**config.mk**
```make
export PLATFORM = sky130hd
export DESIGN_NAME = rt_ibex_pcs_bus_spill
export DESIGN_NICKNAME = d
export VERILOG_FILES = /design/src/rtl/rt_ibex_pcs_bus_spill.sv
export SDC_FILE = /design/constraint.sdc
export NUM_CORES = 2
export LEC_CHECK = 0
export CORE_AREA = 8 8 511 513
export CTS_CLUSTER_DIAMETER = 150
export CTS_CLUSTER_SIZE = 24
export DETAILED_ROUTE_END_ITERATION = 8
export DIE_AREA = 0 0 519 521
export PLACE_DENSITY = 0.36
export SLEW_MARGIN = 20
export SYNTH_ARGS = -nofsm -noshare
export SYNTH_HDL_FRONTEND = slang
export SYNTH_SLANG_ARGS = --single-unit
```
**constraint.sdc**
```tcl
create_clock -name clk_i -period 7.4 [get_ports clk_i]
set_clock_uncertainty 0.1 [all_clocks]
set_input_delay 1.11 -clock clk_i [delete_from_list [all_inputs] [get_ports clk_i]]
set_output_delay 1.11 -clock clk_i [all_outputs]
set_load 0.05 [all_outputs]
```
**src/rtl/rt_ibex_pcs_bus_spill.sv**
```systemverilog
// Bus-backed preserved context stack: spills a packed frame to data memory on
// interrupt ack and fills it back for mret, one outstanding bus word at a time.
module rt_ibex_pcs_bus_spill #(
  parameter int unsigned NrSavedRegs   = 18,
  parameter int unsigned DataWidth     = 32,
  parameter int unsigned MaxDepth      = 16,
  parameter int unsigned IrqLevelWidth = 8
) (
  input  logic                               clk_i,
  input  logic                               rst_ni,
  input  logic [IrqLevelWidth-1:0]           irq_level_i,
  input  logic                               irq_ack_i,
  input  logic                               irq_exit_i,
  input  logic                               next_mret_i,
  input  logic [NrSavedRegs*DataWidth-1:0]   store_data_i,
  output logic [NrSavedRegs*DataWidth-1:0]   restore_data_o,
  output logic                               restore_en_o,
  output logic                               busy_o,
  input  logic [31:0]                        base_addr_i,
  output logic [$clog2(MaxDepth+1)-1:0]      depth_o,
  output logic                               overflow_o,
  output logic                               bus_err_o,
  output logic                               data_req_o,
  output logic                               data_we_o,
  output logic [31:0]                        data_addr_o,
  output logic [31:0]                        data_wdata_o,
  output logic [3:0]                         data_be_o,
  input  logic                               data_gnt_i,
  input  logic                               data_rvalid_i,
  input  logic                               data_err_i,
  input  logic [31:0]                        data_rdata_i
);

  // state   | meaning
  // S_IDLE  | no transfer, stack at rest
  // S_SPILL | writing the snapshot frame to memory
  // S_FILL  | reading the top frame back from memory
  // S_READY | filled frame valid, waiting for mret to retire
  localparam int unsigned DepthW = $clog2(MaxDepth + 1);
  localparam int unsigned IdxW   = $clog2(NrSavedRegs + 1);

  typedef enum logic [1:0] {S_IDLE, S_SPILL, S_FILL, S_READY} state_e;

  state_e                          r_state, w_state_nxt;
  logic [NrSavedRegs*DataWidth-1:0] r_snap, r_restore;
  logic [31:0]                     r_base;
  logic [DepthW-1:0]               r_depth;
  logic [IdxW-1:0]                 r_idx;
  logic r_wait, r_preempt, r_pend, r_restore_en, r_overflow, r_bus_err;
  logic w_xfer, w_req, w_rsp, w_last, w_full, w_ack_ok, w_ovf;
  logic w_start, w_push, w_pop;
  logic [DepthW-1:0]               w_frame;
  logic [31:0]                     w_word_off;

  assign w_xfer   = (r_state == S_SPILL) || (r_state == S_FILL);
  assign w_req    = w_xfer && !r_wait;
  assign w_rsp    = w_xfer && r_wait && data_rvalid_i;
  assign w_last   = (r_idx == IdxW'(NrSavedRegs - 1));
  assign w_full   = (r_depth == DepthW'(MaxDepth));
  assign w_ack_ok = irq_ack_i && !w_full && (r_state != S_SPILL);
  assign w_ovf    = irq_ack_i && w_full && (r_state != S_SPILL);

  // Spill writes the next free frame, fill reads the top one.
  assign w_frame    = (r_state == S_SPILL) ? r_depth : r_depth - 1'b1;
  assign w_word_off = 32'(w_frame) * NrSavedRegs + 32'(r_idx);

  always_comb begin
    w_state_nxt = r_state;
    w_start     = 1'b0;
    w_push      = 1'b0;
    w_pop       = 1'b0;
    case (r_state)
      S_IDLE: begin
        if (w_ack_ok) begin
          w_state_nxt = S_SPILL;
          w_start     = 1'b1;
        end else if ((next_mret_i || irq_exit_i) && r_depth != '0) begin
          w_state_nxt = S_FILL;
          w_start     = 1'b1;
        end
      end
      S_SPILL: begin
        if (w_rsp && w_last) begin
          w_state_nxt = S_IDLE;
          w_push      = 1'b1;
        end
      end
      S_FILL: begin
        if (w_rsp) begin
          if (r_preempt || w_ack_ok) begin
            w_state_nxt = S_SPILL;
            w_start     = 1'b1;
          end else if (w_last) begin
            if (r_pend || irq_exit_i) begin
              w_state_nxt = S_IDLE;
              w_pop       = 1'b1;
            end else begin
              w_state_nxt = S_READY;
            end
          end
        end
      end
      S_READY: begin
        if (w_ack_ok) begin
          w_state_nxt = S_SPILL;
          w_start     = 1'b1;
        end else if (irq_exit_i) begin
          w_state_nxt = S_IDLE;
          w_pop       = 1'b1;
        end
      end
      default: w_state_nxt = S_IDLE;
    endcase
  end

  always_ff @(posedge clk_i or negedge rst_ni) begin
    if (!rst_ni) begin
      r_state      <= S_IDLE;
      r_snap       <= '0;
      r_restore    <= '0;
      r_base       <= '0;
      r_depth      <= '0;
      r_idx        <= '0;
      r_wait       <= 1'b0;
      r_preempt    <= 1'b0;
      r_pend       <= 1'b0;
      r_restore_en <= 1'b0;
      r_overflow   <= 1'b0;
      r_bus_err    <= 1'b0;
    end else begin
      r_state      <= w_state_nxt;
      r_restore_en <= w_pop;
      if (w_ack_ok) begin
        r_snap <= store_data_i;
        r_base <= base_addr_i;
      end
      if (w_start) begin
        r_idx     <= '0;
        r_wait    <= 1'b0;
        r_preempt <= 1'b0;
      end else begin
        if (w_req && data_gnt_i) r_wait <= 1'b1;
        if (w_rsp) begin
          r_wait <= 1'b0;
          r_idx  <= r_idx + 1'b1;
        end
        // An ack mid-word must let that word complete before spilling.
        if (r_state == S_FILL && w_ack_ok) r_preempt <= 1'b1;
      end
      if (r_state == S_FILL && w_rsp && !r_preempt && !w_ack_ok)
        r_restore[r_idx*DataWidth +: DataWidth] <= data_rdata_i;
      if (w_pop || (w_start && w_state_nxt == S_SPILL))
        r_pend <= 1'b0;
      else if (irq_exit_i && ((r_state == S_IDLE && r_depth != '0) || r_state == S_FILL))
        r_pend <= 1'b1;
      if (w_push)     r_depth <= r_depth + 1'b1;
      else if (w_pop) r_depth <= r_depth - 1'b1;
      if (w_ovf) r_overflow <= 1'b1;
      if (data_rvalid_i && data_err_i) r_bus_err <= 1'b1;
    end
  end

  assign restore_data_o = r_restore;
  assign restore_en_o   = r_restore_en;
  assign busy_o         = w_xfer;
  assign depth_o        = r_depth;
  assign overflow_o     = r_overflow;
  assign bus_err_o      = r_bus_err;
  assign data_req_o     = w_req;
  assign data_we_o      = w_req && (r_state == S_SPILL);
  assign data_addr_o    = w_req ? r_base + {w_word_off[29:0], 2'b00} : 32'd0;
  assign data_wdata_o   = (w_req && r_state == S_SPILL) ? r_snap[r_idx*DataWidth +: DataWidth] : 32'd0;
  assign data_be_o      = 4'hF;

  // The core must hold off a second ack until the spill drains.
  assert property (@(posedge clk_i) disable iff (!rst_ni) !(irq_ack_i && r_state == S_SPILL));
  assert property (@(posedge clk_i) disable iff (!rst_ni) irq_ack_i |-> !$isunknown(irq_level_i));

endmodule

```
# ---- Word-level counts from Yosys, hierarchy flattened
# Cells that the tools add are included.
dict set report totals {
  out_inout_bits 655
  in_bits 656
  elab_cells 105
  reg_bits 1202
}
dict set report op_classes {
  eq_ne 7
  n_addsub 6
  mux 40
  reduce_logical 36
  multipliers 1
  shift 3
}
# operator n
set op_table {}
lappend op_table {{bitwise mux 576 bit} 1}
lappend op_table {{variable shift 32 x 34 -> 576 bit (first input constant)} 1}
lappend op_table {{variable part select 32 x 34 -> 576 bit} 1}
lappend op_table {{variable part select 576 x 11 -> 32 bit} 1}
lappend op_table {{2-to-1 mux 32 bit} 2}
lappend op_table {{negator 10 -> 34 bit} 1}
lappend op_table {{adder 32 x 13 -> 32 bit} 1}
lappend op_table {{2-to-1 mux 5 bit} 5}
lappend op_table {{2-to-1 mux 1 bit} 20}
lappend op_table {{logical AND 1 bit} 19}
lappend op_table {{2-to-1 mux 2 bit} 9}
lappend op_table {{adder 10 x 5 -> 11 bit} 1}
lappend op_table {{adder 5 x 1 -> 5 bit (second input constant)} 2}
lappend op_table {{equality test 5 bit (second input constant)} 2}
lappend op_table {{multiplier 5 x 4 -> 9 bit (second input constant)} 1}
lappend op_table {{one-hot mux 2 bit (4 select lines)} 1}
lappend op_table {{nonzero test 2 bit} 4}
lappend op_table {{logical OR 1 bit} 6}
lappend op_table {{nonzero test 5 bit} 1}
lappend op_table {{subtractor 5 x 1 -> 5 bit (second input constant)} 1}
lappend op_table {{equality test 2 x 1 -> 1 bit (second input constant)} 2}
lappend op_table {{equality test 2 bit (second input constant)} 2}
lappend op_table {{logical NOT 1 bit} 4}
lappend op_table {{one-hot mux 1 bit (3 select lines)} 1}
lappend op_table {{4 further kinds} 4}

# ---- Depth between registers and ports, before layout
dict set report depth {
  ltp_word 12
  mapped_depth 22
  mapped_depth_nobuf 21
}

# ---- Worst setup path before layout
# OpenSTA, ideal clock, no wires.
dict set report synth_path {
  kind {register to output}
  from {register r_depth[1] (netlist: depth_o[1])}
  to {output port data_addr_o[27]}
  path_stages_with_launch 22
  arrival_time_ps 5857
  path_slack_ps 333
  path_buffers 0
  path_cell_list {dfrtp_1 inv_1 ha_1 or3b_2 nor2_1 xnor2_1 inv_1 ha_1 ha_1 and3_1 a221o_1 nor2b_1 mux2_2 o22ai_1 xnor2_1 ha_1 and3_1 nand2_1 a21oi_1 o21ai_1 or3_1 a21oi_1}
}
dict set report synth_between {
  elab_chain_cells 6
}
# element line_no
set synth_rtl {}
lappend synth_rtl {{start, declared} 47} ;# logic [DepthW-1:0] r_depth;
lappend synth_rtl {{start signal, assigned} 156} ;# if (w_push) r_depth <= r_depth + 1'b1;
lappend synth_rtl {{start signal, assigned} 157} ;# else if (w_pop) r_depth <= r_depth - 1'b1;
lappend synth_rtl {{subtractor 5 x 1 -> 5 bit} 64} ;# assign w_frame = (r_state == S_SPILL) ? r_depth : r_depth - 1'b1;
lappend synth_rtl {{2-to-1 mux 5 bit (*)} 64}
lappend synth_rtl {{multiplier 5 x 4 -> 9 bit (*)} 65} ;# assign w_word_off = 32'(w_frame) * NrSavedRegs + 32'(r_idx);
lappend synth_rtl {{adder 10 x 5 -> 11 bit (*)} 65}
lappend synth_rtl {{adder 32 x 13 -> 32 bit (*)} 171} ;# assign data_addr_o = w_req ? r_base + {w_word_off[29:0], 2'b00} : 32'd0;
lappend synth_rtl {{2-to-1 mux 32 bit (*)} 171}
lappend synth_rtl {{end, declared} 25} ;# output logic [31:0] data_addr_o,
# Every way passes the cells marked *; elsewhere a longest branch is shown, timed or not.

# ---- Worst setup path after layout
dict set report layout_path {
  from {register r_depth[1] (netlist: depth_o[1])}
  to {output port data_addr_o[23]}
}
# Same word-level chain as after synthesis.

==> flow_summary.toml <==
[global_routing]
overflow = 0
track_usage = 0.1977
use_met1 = 0.2323
grt_pass1_wl_um = 380700
first_global_vias = 44200
met3_usage = 0.06092
grt_util_met2 = 0.3548
grt-busiest-layer = "met2"
antenna_found_initial = 131
grt_max_degree = 181

[layout]
design_area_sq_mm = 0.07042
fin_util = 0.2786
areaGrowthSynthToFinish_pct = 36.14
final_cells = 9863
drive_gt1_frac = 0.08439
nets = 7140

[flow_run]
maxCapViolations = 0

[routing]
wl_per_cell_um = 28.10
drc_errors = 0
vias_per_cell = 4.339
dr.first_iter.drc_count = 2773
vias = 42790
dr.pass1.iters = 5
ant_nets = 0
wl_um = 277200

[yosys]
yosysSeqAreaShare = 0.5815
yosysUniqueCellTypes = 68
synthAdderAreaFrac = 0.008418
synth_xor_xnor_area_share = 0.005249
async_reset_ff_frac = 1.000
synthTopCellsByArea = "dfrtp_1 58%, nand2_1 19%, mux4_2 5.6%"
synth_compound_area_frac = 0.06763
synth_mux_area_frac = 0.09567
synthCells = 5336
yosys.area.top_type = "dfrtp_1"
synth_top_family_by_area = "simple AND/OR/NAND/NOR gates"
synthesis.area_sq_mm = 0.05172
yosys.area.top_type_share = 0.5815
synth-seq-cells = 1202
yosysWarningCount = 0
ys.flop_type = "dfrtp_1"
synth_simple_gate_area_frac = 0.2122
synth_edf_count = 0
avgSynthCellArea_sq_um = 9.694

[timing]
drv_slew = 0
timing.final.setup_violations = 0
finalCriticalPeriod_ps = 7057
setup_tns_ps = 0
slew_headroom = 0.2934
max_freq_mhz = 141.7
worst_pin_slew_ps = 1060
hold_viol = 0
period_share = 0.9537

[clock_network]
cts_tree = "built"
clkSinkCount = 1202
clk_pin_slew_ps = 110
clk_path_buf_depth = 3
cts_inserted_buffers = 57
ctsHtreeMaxLevel = 2
clock_latency_ps = 760
root_buffer = "clkbuf_16"
hold_buffers = 0

[critical_path]
start_kind = "register"
cp.required_ps = 6190
cp.arrival_ps = 5850
end_kind = "output port"
crit_fanout = 7
crit_type = "register to output port"

[pwr]
vdd_drop_max_mv = 0.2502
p_leak_nw = 31.60
p_per_area_mw_per_mm2 = 330.0

[outcome]
status = "finished clean"

[place]
numPortBuffers = 1298
place_inst = 9750
place.gp.congestion = 0.8109
dpl_cell_area_sq_mm = 0.06856
dpl.hpwl_um = 214600

[worst_hold_path]
hp-class = "input pin to asynchronous set/reset pin"

[floorplanning]
initial_core_util = 0.2046
rows = 185
pin_count = 1311
fp.dieH_um = 521
core-area_sq_mm = 0.2528
die-width_um = 519
die-area_sq_mm = 0.2704
[what timing repair did]
action / CTS / global route
cloned: 0 / 1
buffers inserted: 1 / 6
setup endpoints to repair: 16 / 20
pin swaps: 3 / 6
resized for setup: 17 / 11
[report_power, final]
group / total, W / internal [W] / switching (W)
sequential: 0.00931 / 0.00823 / 0.00107
clock: 0.00384 / 0.00144 / 0.00240
combinational: 0.0101 / 0.00351 / 0.00658
[per-layer routing]
layer / wire length (um) / vias to the layer above
met4: 6848 / 78
met3: 19670 / 321
met2: 139300 / 1248
li1: - / 19640
met5: 512 / -
met1: 110900 / 21510
[final timing paths]
kind / startpoint / end / slack, ps / cells after the start
setup / recovery: depth_o[1]$_DFFE_PN0P_ / data_addr_o[23] / 340 / 23
hold / removal: rst_ni / r_snap[337]$_DFFE_PN0P_ / 170 / 1
setup reg to reg: r_idx[0]$_DFFE_PN0N_ / restore_data_o[400]$_DFFE_PN0P_ / 2520 / 12
hold reg to reg: overflow_o$_DFFE_PN0P_ / overflow_o$_DFFE_PN0P_ / 370 / 1
max in group asynchronous: rst_ni / r_snap[16]$_DFFE_PN0P_ / 5050 / 3
min in group clk_i: overflow_o$_DFFE_PN0P_ / overflow_o$_DFFE_PN0P_ / 370 / 1
[per-stage QoR]
step           setup slack, ps  power (W)  hold WS (ps)
2_1_floorplan            332.6    0.01505         337.4
3_3_place_gp             401.9    0.01954         344.9
3_5_place_dp             437.3    0.01961         351.7
4_1_cts                  20.94    0.02365         133.5
5_1_grt                 -17.23    0.02477         151.3
6_report                 342.5    0.02324         170.7
[cell families after synthesis]
| logic type | count (synthesis) |
|---|---|
| adder cells (fa/ha/maj) | 33 |
| AO/OA/AOI/OAI | 598 |
| XOR/XNOR | 31 |
| AND/OR/NAND/NOR | 2791 |
| other | 2 |
| buffers and inverters | 367 |
| multiplexers | 312 |
| flip-flops | 1202 |
[synth_stat cells (3+ instances only)]
master and instances:
nand2_1 2585, dfrtp_1 1202, o21ai_0 347, clkbuf_1 271, mux2_2 172, mux4_2 128, o31ai_1 113, a21oi_1 60
nor2_1 54, buf_2 38, a22oi_1 32, ha_1 30, nand3_1 30, and3_1 27, inv_1 27, nor3_1 16
xnor2_1 16, xor2_1 15, buf_1 14, buf_4 12, nand2b_1 12, and2_1 10, or3_1 10, nor2b_1 8
mux2_1 7, nand4_1 7, o2111ai_1 7, o21a_1 6, a21o_1 5, buf_6 5, mux2i_1 5, nand3_4 4
nand4_4 4, o22ai_1 4, a211oi_1 3, and4_1 3, fa_1 3, o21ai_1 3
[worst max-delay path, stage by stage, from the launching register on]
cell	delay, ps
dfrtp_2	450
inv_1	110
ha_2	210
or3b_4	410
nor2_2	130
xnor2_2	140
inv_1	70
ha_1	290
ha_1	340
and3_1	180
a221o_1	340
nor2b_2	170
mux2_2	270
o22ai_2	130
xnor2_1	90
ha_1	350
and3_1	230
nand2_1	100
a21oi_4	170
buf_4	200
o2111ai_1	150
xor2_1	170
nor2_1	200
buf_12	180
[layout make-up]
class | count | area, sq um
Clock inverter | 6 | 87.58
Antenna cell | 39 | 97.59
Clock buffer | 60 | 1469
Multi-Input combinational cell | 3771 | 20400
Sequential cell | 1202 | 30090
Inverter | 27 | 103.9
Fill cell | 27110 | 182300
Tap cell | 3366 | 4212
Timing Repair Buffer | 1392 | 13960
[flip-flops by register name, summed over array words and instances, names as in the netlist, 2 cells and up]
register,count
depth_o,5
r_base,32
r_idx,5
r_snap,576
r_state,2
restore_data_o,576
[placed cells by master (no fill, tap or decap), types with 4 or more instances in the layout]
cell type / n
mux2_2: 172
or3_1: 9
o21ai_2: 4
o21a_1: 6
a21oi_1: 58
nor2b_1: 6
dfrtp_1: 1196
and3_1: 25
a22oi_1: 32
o2111ai_1: 6
o31ai_1: 113
nand3_1: 29
nor3_1: 14
buf_4: 90
mux4_2: 128
buf_12: 23
o21ai_0: 344
nand4_4: 6
clkdlybuf4s50_1: 1276
clkbuf_16: 58
conb_1: 5
nand4_1: 7
diode_2: 39
nand2b_1: 10
xor2_1: 15
nor2_4: 5
and2_1: 10
nor2_1: 48
mux2_1: 7
nand2_1: 2583
xnor2_1: 14
nand3_4: 5
mux2i_1: 5
a21o_1: 5
ha_1: 28
inv_1: 26
Note: power is estimated with default switching activity, not from simulation.
